### config.mk
export PLATFORM = sky130hd
export DESIGN_NAME = multicycle_control_flat
export DESIGN_NICKNAME = d
export VERILOG_FILES = /design/src/rtl/multicycle_control_if.sv /design/src/rtl/multicycle_control.sv /design/src/flat_wrapper.sv
export SDC_FILE = /design/constraint.sdc
export NUM_CORES = 1
export LEC_CHECK = 0
export BUFFER_PORTS_ARGS = -buffer_cell sky130_fd_sc_hd__buf_2
export CORE_MARGIN = 3
export CORE_UTILIZATION = 50
export CTS_CLUSTER_DIAMETER = 80
export DETAILED_ROUTE_END_ITERATION = 7
export HOLD_SLACK_MARGIN = 0.05
export PLACE_DENSITY = 0.75
export SLEW_MARGIN = 30
export SYNTH_ARGS = -nofsm -noshare
export SYNTH_HDL_FRONTEND = slang
export SYNTH_SLANG_ARGS = --single-unit
### constraint.sdc
create_clock -name clk -period 4.86 [get_ports clk]
set_clock_uncertainty 0.15 [all_clocks]
set_input_delay 0.243 -clock clk [delete_from_list [all_inputs] [get_ports clk]]
set_output_delay 0.243 -clock clk [all_outputs]
set_load 0.05 [all_outputs]
### src/rtl/multicycle_control_if.sv
// rtl/multicycle_control_if.sv - control/datapath signal bundle for the multicycle MIPS controller
interface multicycle_control_if #(
  parameter int ALU_OP_WIDTH = 3
);
  logic [5:0]              opcode;
  logic                    zero;
  logic                    mem_ready;
  logic                    pc_write;
  logic [1:0]              pc_src;
  logic                    ir_write;
  logic                    i_or_d;
  logic                    mem_read;
  logic                    mem_write;
  logic                    reg_write;
  logic [1:0]              reg_dst;
  logic [1:0]              mem_to_reg;
  logic                    alu_src_a;
  logic [1:0]              alu_src_b;
  logic [ALU_OP_WIDTH-1:0] alu_op;
  logic [3:0]              state;
  logic                    illegal_op;
  logic                    bus_error;

  modport master (
    input  opcode, zero, mem_ready,
    output pc_write, pc_src, ir_write, i_or_d, mem_read, mem_write, reg_write,
           reg_dst, mem_to_reg, alu_src_a, alu_src_b, alu_op, state, illegal_op, bus_error
  );

  modport slave (
    output opcode, zero, mem_ready,
    input  pc_write, pc_src, ir_write, i_or_d, mem_read, mem_write, reg_write,
           reg_dst, mem_to_reg, alu_src_a, alu_src_b, alu_op, state, illegal_op, bus_error
  );
endinterface

### src/rtl/multicycle_control.sv
// rtl/multicycle_control.sv - multicycle MIPS control FSM with memory handshake, watchdog and illegal-opcode pulse
module multicycle_control #(
  parameter int ALU_OP_WIDTH = 3,
  parameter int MEM_TIMEOUT  = 16,
  parameter int CNT_W        = 8
) (
  input logic                 clk,
  input logic                 rst_n,
  multicycle_control_if.master bus
);
  typedef enum logic [3:0] {
    S_FETCH  = 4'd0,
    S_DECODE = 4'd1,
    S_EXEC   = 4'd2,
    S_ALU_WB = 4'd3,
    S_ADDR   = 4'd4,
    S_MEM_RD = 4'd5,
    S_MEM_WB = 4'd6,
    S_MEM_WR = 4'd7,
    S_BRANCH = 4'd8,
    S_JUMP   = 4'd9
  } state_t;

  localparam logic [5:0] OP_R    = 6'h00;
  localparam logic [5:0] OP_J    = 6'h02;
  localparam logic [5:0] OP_JAL  = 6'h03;
  localparam logic [5:0] OP_BEQ  = 6'h04;
  localparam logic [5:0] OP_BNE  = 6'h05;
  localparam logic [5:0] OP_ADDI = 6'h08;
  localparam logic [5:0] OP_ANDI = 6'h0c;
  localparam logic [5:0] OP_ORI  = 6'h0d;
  localparam logic [5:0] OP_LUI  = 6'h0f;
  localparam logic [5:0] OP_LW   = 6'h23;
  localparam logic [5:0] OP_SW   = 6'h2b;

  localparam bit             WDOG_EN   = (MEM_TIMEOUT != 0);
  localparam logic [CNT_W-1:0] WDOG_LAST = CNT_W'(MEM_TIMEOUT - 1);

  state_t           state, state_n;
  logic [5:0]       op_q;
  logic [CNT_W-1:0] wdog;
  logic             illegal_q, illegal_n;
  logic             bus_err;
  logic [2:0]       alu3;
  logic             expire;
  logic             waiting;

  assign waiting = (state == S_FETCH) || (state == S_MEM_RD) || (state == S_MEM_WR);
  assign expire  = WDOG_EN && (wdog == WDOG_LAST) && !bus.mem_ready;

  always_ff @(posedge clk or negedge rst_n) begin
    if (!rst_n) begin
      state     <= S_FETCH;
      op_q      <= 6'd0;
      wdog      <= '0;
      illegal_q <= 1'b0;
    end else begin
      state     <= state_n;
      illegal_q <= illegal_n;
      if (state == S_DECODE) op_q <= bus.opcode;
      // Any state change (or an expiry that re-enters FETCH) restarts the wait count.
      if (state_n != state || bus_err) wdog <= '0;
      else if (waiting && !bus.mem_ready) wdog <= wdog + 1'b1;
    end
  end

  always_comb begin
    state_n        = state;
    illegal_n      = 1'b0;
    bus_err        = 1'b0;
    alu3           = 3'b000;
    bus.pc_write   = 1'b0;
    bus.pc_src     = 2'd0;
    bus.ir_write   = 1'b0;
    bus.i_or_d     = 1'b0;
    bus.mem_read   = 1'b0;
    bus.mem_write  = 1'b0;
    bus.reg_write  = 1'b0;
    bus.reg_dst    = 2'd0;
    bus.mem_to_reg = 2'd0;
    bus.alu_src_a  = 1'b0;
    bus.alu_src_b  = 2'd0;
    case (state)
      S_FETCH: begin
        bus.mem_read  = 1'b1;
        bus.alu_src_b = 2'd1;
        alu3          = 3'b100;
        if (bus.mem_ready) begin
          bus.ir_write = 1'b1;
          bus.pc_write = 1'b1;
          state_n      = S_DECODE;
        end else if (expire) begin
          bus_err = 1'b1;
          state_n = S_FETCH;
        end
      end
      S_DECODE: begin
        bus.alu_src_b = 2'd3;
        alu3          = 3'b100;
        case (bus.opcode)
          OP_R, OP_ADDI, OP_LUI, OP_ORI, OP_ANDI: state_n = S_EXEC;
          OP_LW, OP_SW:                           state_n = S_ADDR;
          OP_BEQ, OP_BNE:                         state_n = S_BRANCH;
          OP_J, OP_JAL:                           state_n = S_JUMP;
          default: begin
            state_n   = S_FETCH;
            illegal_n = 1'b1;
          end
        endcase
      end
      S_EXEC: begin
        bus.alu_src_a = 1'b1;
        bus.alu_src_b = (op_q == OP_R) ? 2'd0 : 2'd2;
        case (op_q)
          OP_R:    alu3 = 3'b111;
          OP_LUI:  alu3 = 3'b000;
          OP_ORI:  alu3 = 3'b001;
          OP_ANDI: alu3 = 3'b010;
          default: alu3 = 3'b100;
        endcase
        state_n = S_ALU_WB;
      end
      S_ALU_WB: begin
        bus.reg_write = 1'b1;
        bus.reg_dst   = (op_q == OP_R) ? 2'd1 : 2'd0;
        state_n       = S_FETCH;
      end
      S_ADDR: begin
        bus.alu_src_a = 1'b1;
        bus.alu_src_b = 2'd2;
        alu3          = 3'b100;
        state_n       = (op_q == OP_SW) ? S_MEM_WR : S_MEM_RD;
      end
      S_MEM_RD: begin
        bus.mem_read = 1'b1;
        bus.i_or_d   = 1'b1;
        if (bus.mem_ready) state_n = S_MEM_WB;
        else if (expire) begin
          bus_err = 1'b1;
          state_n = S_FETCH;
        end
      end
      S_MEM_WB: begin
        bus.reg_write  = 1'b1;
        bus.mem_to_reg = 2'd1;
        state_n        = S_FETCH;
      end
      S_MEM_WR: begin
        bus.mem_write = 1'b1;
        bus.i_or_d    = 1'b1;
        if (bus.mem_ready) state_n = S_FETCH;
        else if (expire) begin
          bus_err = 1'b1;
          state_n = S_FETCH;
        end
      end
      S_BRANCH: begin
        bus.alu_src_a = 1'b1;
        alu3          = 3'b011;
        bus.pc_src    = 2'd1;
        bus.pc_write  = ((op_q == OP_BEQ) && bus.zero) || ((op_q == OP_BNE) && !bus.zero);
        state_n       = S_FETCH;
      end
      S_JUMP: begin
        bus.pc_write = 1'b1;
        bus.pc_src   = 2'd2;
        if (op_q == OP_JAL) begin
          bus.reg_write  = 1'b1;
          bus.reg_dst    = 2'd2;
          bus.mem_to_reg = 2'd2;
        end
        state_n = S_FETCH;
      end
      default: state_n = S_FETCH;
    endcase
  end

  assign bus.alu_op     = ALU_OP_WIDTH'(alu3);
  assign bus.state      = state;
  assign bus.illegal_op = illegal_q;
  assign bus.bus_error  = bus_err;
endmodule
### src/flat_wrapper.sv
// flat-port wrapper written by rule: the top's interface ports become plain ports
module multicycle_control_flat 
#(
  parameter int ALU_OP_WIDTH = 3,
  parameter int MEM_TIMEOUT  = 16,
  parameter int CNT_W        = 8
)
  (clk, rst_n, bus_opcode, bus_zero, bus_mem_ready, bus_pc_write, bus_pc_src, bus_ir_write, bus_i_or_d, bus_mem_read, bus_mem_write, bus_reg_write, bus_reg_dst, bus_mem_to_reg, bus_alu_src_a, bus_alu_src_b, bus_alu_op, bus_state, bus_illegal_op, bus_bus_error);
  multicycle_control_if #(.ALU_OP_WIDTH(ALU_OP_WIDTH)) bus_i ();
  input logic clk;
  input logic rst_n;
  input wire logic [$bits(bus_i.opcode)-1:0] bus_opcode;
  input wire logic [$bits(bus_i.zero)-1:0] bus_zero;
  input wire logic [$bits(bus_i.mem_ready)-1:0] bus_mem_ready;
  output wire logic [$bits(bus_i.pc_write)-1:0] bus_pc_write;
  output wire logic [$bits(bus_i.pc_src)-1:0] bus_pc_src;
  output wire logic [$bits(bus_i.ir_write)-1:0] bus_ir_write;
  output wire logic [$bits(bus_i.i_or_d)-1:0] bus_i_or_d;
  output wire logic [$bits(bus_i.mem_read)-1:0] bus_mem_read;
  output wire logic [$bits(bus_i.mem_write)-1:0] bus_mem_write;
  output wire logic [$bits(bus_i.reg_write)-1:0] bus_reg_write;
  output wire logic [$bits(bus_i.reg_dst)-1:0] bus_reg_dst;
  output wire logic [$bits(bus_i.mem_to_reg)-1:0] bus_mem_to_reg;
  output wire logic [$bits(bus_i.alu_src_a)-1:0] bus_alu_src_a;
  output wire logic [$bits(bus_i.alu_src_b)-1:0] bus_alu_src_b;
  output wire logic [$bits(bus_i.alu_op)-1:0] bus_alu_op;
  output wire logic [$bits(bus_i.state)-1:0] bus_state;
  output wire logic [$bits(bus_i.illegal_op)-1:0] bus_illegal_op;
  output wire logic [$bits(bus_i.bus_error)-1:0] bus_bus_error;
  assign bus_i.opcode = bus_opcode;
  assign bus_i.zero = bus_zero;
  assign bus_i.mem_ready = bus_mem_ready;
  assign bus_pc_write = bus_i.pc_write;
  assign bus_pc_src = bus_i.pc_src;
  assign bus_ir_write = bus_i.ir_write;
  assign bus_i_or_d = bus_i.i_or_d;
  assign bus_mem_read = bus_i.mem_read;
  assign bus_mem_write = bus_i.mem_write;
  assign bus_reg_write = bus_i.reg_write;
  assign bus_reg_dst = bus_i.reg_dst;
  assign bus_mem_to_reg = bus_i.mem_to_reg;
  assign bus_alu_src_a = bus_i.alu_src_a;
  assign bus_alu_src_b = bus_i.alu_src_b;
  assign bus_alu_op = bus_i.alu_op;
  assign bus_state = bus_i.state;
  assign bus_illegal_op = bus_i.illegal_op;
  assign bus_bus_error = bus_i.bus_error;
  multicycle_control #(.ALU_OP_WIDTH(ALU_OP_WIDTH), .MEM_TIMEOUT(MEM_TIMEOUT), .CNT_W(CNT_W)) u_core (.clk(clk), .rst_n(rst_n), .bus(bus_i));
endmodule
==> out/results.md, run 1 <==
| Metric | Reported |
|:---|:---|
| Number of synthesized flops with an enable pin | 0 |
| Hold Slack | 0.0668 ns |
| Die height | 59.7 um |
| Ys flop type | sky130_fd_sc_hd__dfrtp_1 |
| Clock-pin slew of the registers on the worst-case setup and hold paths | 0.11 ns |
| Post-synthesis sequential element count | 19 |
| Total standard cell area after synthesis | 1440 um2 |
| Cell count of the worst hold path | 2 |
| Minimum clock period | 2.88 ns |
| Clock tree from TritonCTS | yes |
| Share of flip-flops with an asynchronous set or reset after synthesis | 100% |
| DRC violations left | 0 |
| Routed WL per cell | 16.1 um |
| Detailed-route vias per instance | 6.32 |
| Post-Synthesis Net Count | 173 |
| Metal3 WL | 236 um |
| Number of synthesis warnings | 0 |
| Final non-filler cell total | 219 |
| Buf+Inv Stages, Crit Path | 1 |
| Register Area | 475 um2 |
| Number of antenna violations at the first check in global routing | 0 |
| Post-synthesis sequential area ratio | 33.0% |
| Post-CTS setup repair buffer count | 0 |
| Leakage | 0.701 nW |
| Number of unique standard cell types used by synthesis | 46 |
| Slack of the critical path | 1.98 ns |
| Status | complete, no violations |
| Antenna-violating nets left | 0 |
| Transition at the pin with the smallest max-transition slack | 0.768 ns |
| Most frequent cells in the layout | 33 x sky130_fd_sc_hd__buf_2, 19 x sky130_fd_sc_hd__dfrtp_1, 11 x sky130_fd_sc_hd__nor2_1 |
| Reg-to-reg setup timing slack | 2.14 ns |
| Count of mapped cells out of synthesis | 162 |
| Die Width | 59.7 um |
| Worst reg2reg path startpoint | u_core.bus.state[0]$_DFF_PN0_ |
| DIE AREA | 3560 um2 |
| Starting utilization of the core area | 55.1% |
| Setup violators final | 0 |
| Worst r2r dst | u_core.wdog[4]$_DFFE_PN0P_ |
| Global route overflow | 0 |
| Count of input and output buffers | 33 |
| # Max-Cap Violations | 0 |
| Max incr delay on CP | 0.83 ns |
| Max Freq | 348 MHz |
| Fillcell total | 223 |
| Cell family contributing the most delay on the critical path | simple AND/OR/NAND/NOR gates |
| DPL Wire Length | 2580 um |
| Required time at the worst-slack endpoint | 4.47 ns |
| Worst slack, placed | 2.12 ns |
| Top-level I/O count | 34 |
| Total detailed-routing wirelength | 3520 um |
| Power density over cell area | 611 nW/um2 |
| Overall Global Routing Usage | 21.6% |
| Via count of the first global-routing pass | 1,271 |
| Leading cell type in the layout, fill and taps excluded | sky130_fd_sc_hd__buf_2 |
| Data arrival, critical path | 2.48 ns |
| Final-report hold violation count | 0 |
| Total power | 1000 uW |
| Uppermost routed layer | met4 |
| Mean area per synthesized cell | 8.89 um2 |
| Detailed-routing iteration count for the pre-antenna-repair pass | 5 |
| Setup repair after global routing missed its margin | no |
| Startpoint type of the worst setup path | flip-flop |
| Worst-case vdd ir drop | 783 uV |
| Max Root-Sink Buffers | 2 |
| Wire length of the first global-routing pass | 5890 um |
| Core area | 2610 um2 |
| Critical path peak fanout | 23 |
| Max-slew headroom | 48.8% |
| Total clock sinks | 19 |
| Pin count of the biggest net entering global routing | 26 |
| Critical Setup Path Class | flip-flop to primary output |
| Core Rows | 18 |
| Antenna Cells | 0 |
| Total routed wire length on the met1 layer | 1600 um |
| Number of max-slew violations in the final report | 0 |
| Routability-driven placement congestion ratio | 0.834 |
| Clock network latency to the later pin of the worst-skew pair | 0.30 ns |
| Length of routed met2 wiring | 1660 um |
| Hold WC Path Type | input pin to flip-flop |
| Routed via count | 1,385 |
| Number of buffers created by CTS | 3 |
| Cell-by-cell listing of the critical path | or4_1, and2_1, nor3_1, buf_2 |
| Final layout net count | 201 |
| Number of H-tree levels | 1 |
| Launch instance of the worst min-delay path | bus_opcode[0] |
| Final cycle utilization of the critical path | 59.2% |
| Critical Path End Type | primary output |
| Setup total negative slack | 0 ns |
| Reg2Reg Depth | 5 |
| Worst min-delay path endpoint | u_core.op_q[0]$_DFFE_PN0P_ |
| CTS root buffer | sky130_fd_sc_hd__clkbuf_4 |
| Placed Cells | 213 |
| Area overhead of the layout relative to synthesis | 13.7% |
| Fraction of final layout cells sized beyond drive strength 1 | 23.8% |
| Area of the multi-input gates | 892 um2 |
| Iter 0 DRT Violations | 103 |
| Cell with the biggest individual delay on the critical path | sky130_fd_sc_hd__or4_1 |
## synthesized netlist by cell type, drive strengths merged, types with 3 or more instances
cell type | instances | share of area, %
nand2b | 6 | 2.6
xor2 | 3 | 1.8
xnor2 | 7 | 4.3
nor4b | 3 | 1.8
nor4 | 10 | 5.6
nand3 | 3 | 1.0
dfrtp | 19 | 33
nand3b | 3 | 1.6
a21oi | 6 | 2.1
a41oi | 3 | 1.8
and3 | 3 | 1.3
nor2b | 6 | 2.6
clkbuf | 10 | 2.6
and2 | 3 | 1.3
nor2 | 11 | 2.9
a211oi | 7 | 4.0
nor3 | 9 | 3.1
mux2 | 4 | 3.1
o21ai | 5 | 1.7
inv | 7 | 1.8
nand2 | 8 | 2.1
## routing by layer
metal | global-route usage [%] | vias to the layer above
met5 | 0 | -
met4 | 6.01 | 0
met3 | 4.10 | 4
met2 | 33.6 | 54
met1 | 30.5 | 661
li1 | - | 666
## cell families after synthesis
family / count (synthesis) / share of synthesized area [%]
AOI/OAI and AO/OA: 35 / 20.6
xor gates and xnor gates: 10 / 6.08
adders and majority gates: 1 / 0.869
buffers and inverters: 19 / 5.04
DFF: 19 / 33.0
muxes: 6 / 4.52
and+or+nand+nor: 72 / 29.9
## metrics by stage
stage | area [um2] | utilization, %
after global placement | 1600 | 61.1
after global routing | 1640 | 62.7
after detailed placement | 1600 | 61.1
after floorplan | 1440 | -
final | 1640 | 62.7
after CTS | 1630 | 62.5
## worst max path at each step
stage | start | endpoint | slack [ns] | cells after the start
floorplan | u_core.bus.state[0]$_DFF_PN0_ | bus_reg_write | 0.71 | 4
global placement | u_core.bus.state[3]$_DFF_PN0_ | u_core.wdog[0]$_DFFE_PN0P_ | 2.20 | 4
detailed placement | u_core.bus.state[3]$_DFF_PN0_ | u_core.wdog[2]$_DFFE_PN0P_ | 2.12 | 4
CTS | u_core.bus.state[0]$_DFF_PN0_ | bus_bus_error | 1.99 | 4
global route | u_core.bus.state[0]$_DFF_PN0_ | bus_bus_error | 1.85 | 4
finish | u_core.bus.state[0]$_DFF_PN0_ | bus_bus_error | 1.98 | 4
## flip-flops by register name, indices dropped and copies added, names as in the netlist
register	count
u_core.wdog	8
u_core.op_q	6
u_core.bus.state	4
u_core.bus.illegal_op	1
## report_power, final
part,switching (mW),leakage [nW],total [mW],internal (mW)
registers,0.103,0.249,0.306,0.202
clock network,0.0503,0.0150,0.0822,0.0319
logic,0.428,0.437,0.612,0.184
total,0.582,0.701,1.00,0.418
## final cells by class
type	count	share of cell area (%)
clock buffers	4	1.60
inverters	7	1.60
multi-input cells	124	54.5
flip-flops and latches	19	29.0
well taps	30	2.29
repair buffers	35	11.0
## repair_timing
action                    in CTS  in global routing
resized for setup              0                  0
hold endpoints to repair      19                  0
hold buffers                   1                  0
(Power assumes the default switching activity.)
==> run 2, diff against run 1 <==
Settings changed: ABC_AREA set to 1, PLACE_DENSITY 0.75 to 0.76.
Clock period 4.86 ns to 3.01 ns, I/O delays scaled along.
==> out/results.md, run 2 <==
| Metric | Reported | vs previous |
|:---|:---|:---|
| Clock network latency to the later pin of the worst-skew pair | 0.30 ns | about the same |
| Placed Cells | 235 | +10% |
| Clock tree from TritonCTS | yes |  |
| Leakage | 0.841 nW | +20% |
| Required time at the worst-slack endpoint | 2.71 ns | -1.76 ns |
| Fraction of final layout cells sized beyond drive strength 1 | 31.5% | +7.7 points |
| Global route overflow | 0 | unchanged |
| Post-synthesis sequential area ratio | 36.1% | +3.1 points |
| Detailed-route vias per instance | 5.31 | -16% |
| Post-synthesis sequential element count | 19 | unchanged |
| Most used standard cells in the synthesized netlist | 33 x sky130_fd_sc_hd__nand2_1, 23 x sky130_fd_sc_hd__inv_1, 23 x sky130_fd_sc_hd__nor2_1, 19 x sky130_fd_sc_hd__dfrtp_1, 12 x sky130_fd_sc_hd__nand3_1 |  |
| # Max-Cap Violations | 0 | unchanged |
| Leading cell types by total area after synthesis | sky130_fd_sc_hd__dfrtp_1 36%, sky130_fd_sc_hd__nand2_1 9.4%, sky130_fd_sc_hd__inv_1 6.6% |  |
| Antenna Cells | 0 | unchanged |
| Worst-case vdd ir drop | 853 uV | +9.0% |
| Setup repair after global routing missed its margin | no |  |
| Ys flop type | sky130_fd_sc_hd__dfrtp_1 |  |
| Number of synthesis warnings | 0 | unchanged |
| Most numerous cell in the Yosys netlist | sky130_fd_sc_hd__nand2_1 |  |
| Number of max-slew violations in the final report | 0 | unchanged |
| Final cycle utilization of the critical path | 73.0% |  |
| Proportion of netlist area held by the largest area contributor | 36.1% | +3.1 points |
| Startpoint type of the worst setup path | flip-flop |  |
| Post-Synthesis Net Count | 186 | +7.5% |
| Minimum clock period | 2.20 ns |  |
| Critical Path End Type | primary output |  |
| Core area | 2360 um2 | -9.6% |
| Reg-to-reg setup timing slack | 1.06 ns | -1.08 ns |
| Area overhead of the layout relative to synthesis | 25.5% |  |
| CTS root buffer | sky130_fd_sc_hd__clkbuf_4 |  |
| Final-report hold violation count | 0 | unchanged |
| Max-slew headroom | 69.7% | +21 points |
| Largest area contributor in the synthesized netlist | sky130_fd_sc_hd__dfrtp_1 |  |
| Hold Slack | 0.145 ns | +0.0783 ns |
| Number of buffers created by CTS | 3 | unchanged |
| Final non-filler cell total | 247 | +13% |
| Setup total negative slack | 0 ns | unchanged |
| Share of flip-flops with an asynchronous set or reset after synthesis | 100% | unchanged |
| Setup violators final | 0 | unchanged |
| Via count of the first global-routing pass | 1,309 | +3.0% |
| Transition at the pin with the smallest max-transition slack | 0.443 ns | -0.325 ns |
| Count of mapped cells out of synthesis | 175 | +8.0% |
| Worst r2r dst | u_core.wdog[1]$_DFFE_PN0P_ |  |
| Starting utilization of the core area | 55.7% | +0.63 points |
| Wire length of the first global-routing pass | 5610 um | -4.8% |
| Max FFs per register | 8 | unchanged |
| Overall Global Routing Usage | 21.3% | -0.27 points |
| Mean area per synthesized cell | 7.52 um2 | -15% |
| Routed WL per cell | 13.0 um | -19% |
| DPL Wire Length | 2520 um | -2.3% |
| Clock-pin slew of the registers on the worst-case setup and hold paths | 0.12 ns | about the same |
| Power density over cell area | 1020 nW/um2 | +67% |
| Total standard cell area after synthesis | 1320 um2 | -8.6% |
| Most flop-heavy register | u_core.wdog |  |
| Die height | 57.3 um | -4.0% |
| DRC violations left | 0 | unchanged |
| Hold WC Path Type | input pin to asynchronous set/reset pin |  |
| Largest regs | u_core.wdog: 8 flops, u_core.op_q: 6 flops, u_core.bus.state: 4 flops |  |
| Most frequent cells in the layout | 33 x sky130_fd_sc_hd__nand2_1, 33 x sky130_fd_sc_hd__buf_2, 23 x sky130_fd_sc_hd__inv_1, 23 x sky130_fd_sc_hd__nor2_1, 19 x sky130_fd_sc_hd__dfrtp_1 |  |
| Iter 0 DRT Violations | 53 | -49% |
| Status | complete, no violations |  |
| Reg2Reg Depth | 9 | +4 |
| Routability-driven placement congestion ratio | 0.867 | +4.0% |
| DIE AREA | 3280 um2 | -7.8% |
| Number of synthesized flops with an enable pin | 0 | unchanged |
| Routed via count | 1,311 | -5.3% |
| Final layout net count | 231 | +15% |
| Data arrival, critical path | 1.90 ns | -0.58 ns |
| Total detailed-routing wirelength | 3220 um | -8.6% |
| Antenna-violating nets left | 0 | unchanged |
| Critical path peak fanout | 10 | -57% |
| Total clock sinks | 19 | unchanged |
| Number of unique standard cell types used by synthesis | 29 | -37% |
| Worst reg2reg path startpoint | u_core.bus.state[1]$_DFF_PN0_ |  |
| Max Freq | 455 MHz |  |
| Pin count of the biggest net entering global routing | 20 | -23% |
| Critical Setup Path Class | flip-flop to primary output |  |
| Core Rows | 17 | -1 |
| Die Width | 57.3 um | -4.0% |
| CTS resizes | 0 | unchanged |
| Number of H-tree levels | 1 | unchanged |
| Max Root-Sink Buffers | 2 | unchanged |
| Count of input and output buffers | 33 | unchanged |
| Number of antenna violations at the first check in global routing | 0 | unchanged |
| Top-level I/O count | 34 | unchanged |
| Detailed-routing iteration count for the pre-antenna-repair pass | 4 | -1 |
| Total power | 1.68 mW | +68% |
-- run 2: cell count changes after synthesis, sizes merged, moves of 6 or more --
cell	before	now
clkbuf	10	1
nor2	11	28
nand2b	6	0
nand3	3	16
nor4	10	2
inv	7	26
a211oi	7	0
nand2	8	42
nor2b	6	0
-- run 2: power by group --
group	internal, mW	switching, mW	leakage, nW
logic	0.267	0.843	0.576
registers	0.332	0.107	0.249
clock network	0.0517	0.0813	0.0150
-- run 2: layout make-up --
class                           count  area (um2)
Clock buffer                        4        26.3
Fill cell                         182         709
Inverter                           26        97.6
Multi-Input combinational cell    129         772
Sequential cell                    19         475
Tap cell                           28        35.0
Timing Repair Buffer               41         245
-- run 2: routing by layer --
layer,track usage [%],vias to the layer above,routed length [um]
met5,0,-,0
met3,5.43,4,183
met1,26.8,603,1420
li1,-,666,-
met4,4.97,0,23
met2,36.7,38,1590
-- run 2: worst max path at each step --
stage | startpoint | to | slack (ns) | cells past startpoint
CTS | u_core.op_q[5]$_DFFE_PN0P_ | bus_alu_op[0] | 0.83 | 6
detailed placement | u_core.bus.state[1]$_DFF_PN0_ | u_core.bus.illegal_op$_DFF_PN0_ | 1.10 | 5
global route | u_core.op_q[5]$_DFFE_PN0P_ | bus_alu_op[1] | 0.66 | 6
floorplan | u_core.bus.state[0]$_DFF_PN0_ | bus_reg_write | 0.07 | 5
finish | u_core.bus.state[1]$_DFF_PN0_ | bus_alu_op[2] | 0.81 | 6
global placement | u_core.bus.state[1]$_DFF_PN0_ | u_core.bus.illegal_op$_DFF_PN0_ | 1.13 | 5
-- run 2: cells by family after synthesis --
group	Yosys count	share of synthesized area, %
flops	19	36.1
buf+inv	27	7.70
xor+xnor	6	3.99
fa+ha+maj	1	0.950
simple gates	105	43.2
compound gates	17	8.08
-- run 2: repair_timing --
item,4_1_cts,5_1_grt
endpoints found under the hold margin,27,0
setup buffers,0,0
hold buffers,8,0
-- run 2: metrics by stage --
step | utilization (%) | worst slack (ns) | instance area [um2]
floorplan | - | 0.0653 | 1350
global placement | 65.4 | 1.13 | 1550
detailed placement | 65.4 | 1.10 | 1550
CTS | 70.0 | 0.826 | 1650
global route | 70.0 | 0.661 | 1650
finish | 70.0 | 0.812 | 1650
-- run 2: critical path, cell delays in order (launching register included) --
cell                      delay [ns]
sky130_fd_sc_hd__dfrtp_1        0.50
sky130_fd_sc_hd__inv_2          0.16
sky130_fd_sc_hd__nand2_2        0.10
sky130_fd_sc_hd__nor2_4         0.29
sky130_fd_sc_hd__inv_2          0.15
sky130_fd_sc_hd__nand4_1        0.13
sky130_fd_sc_hd__buf_2          0.27
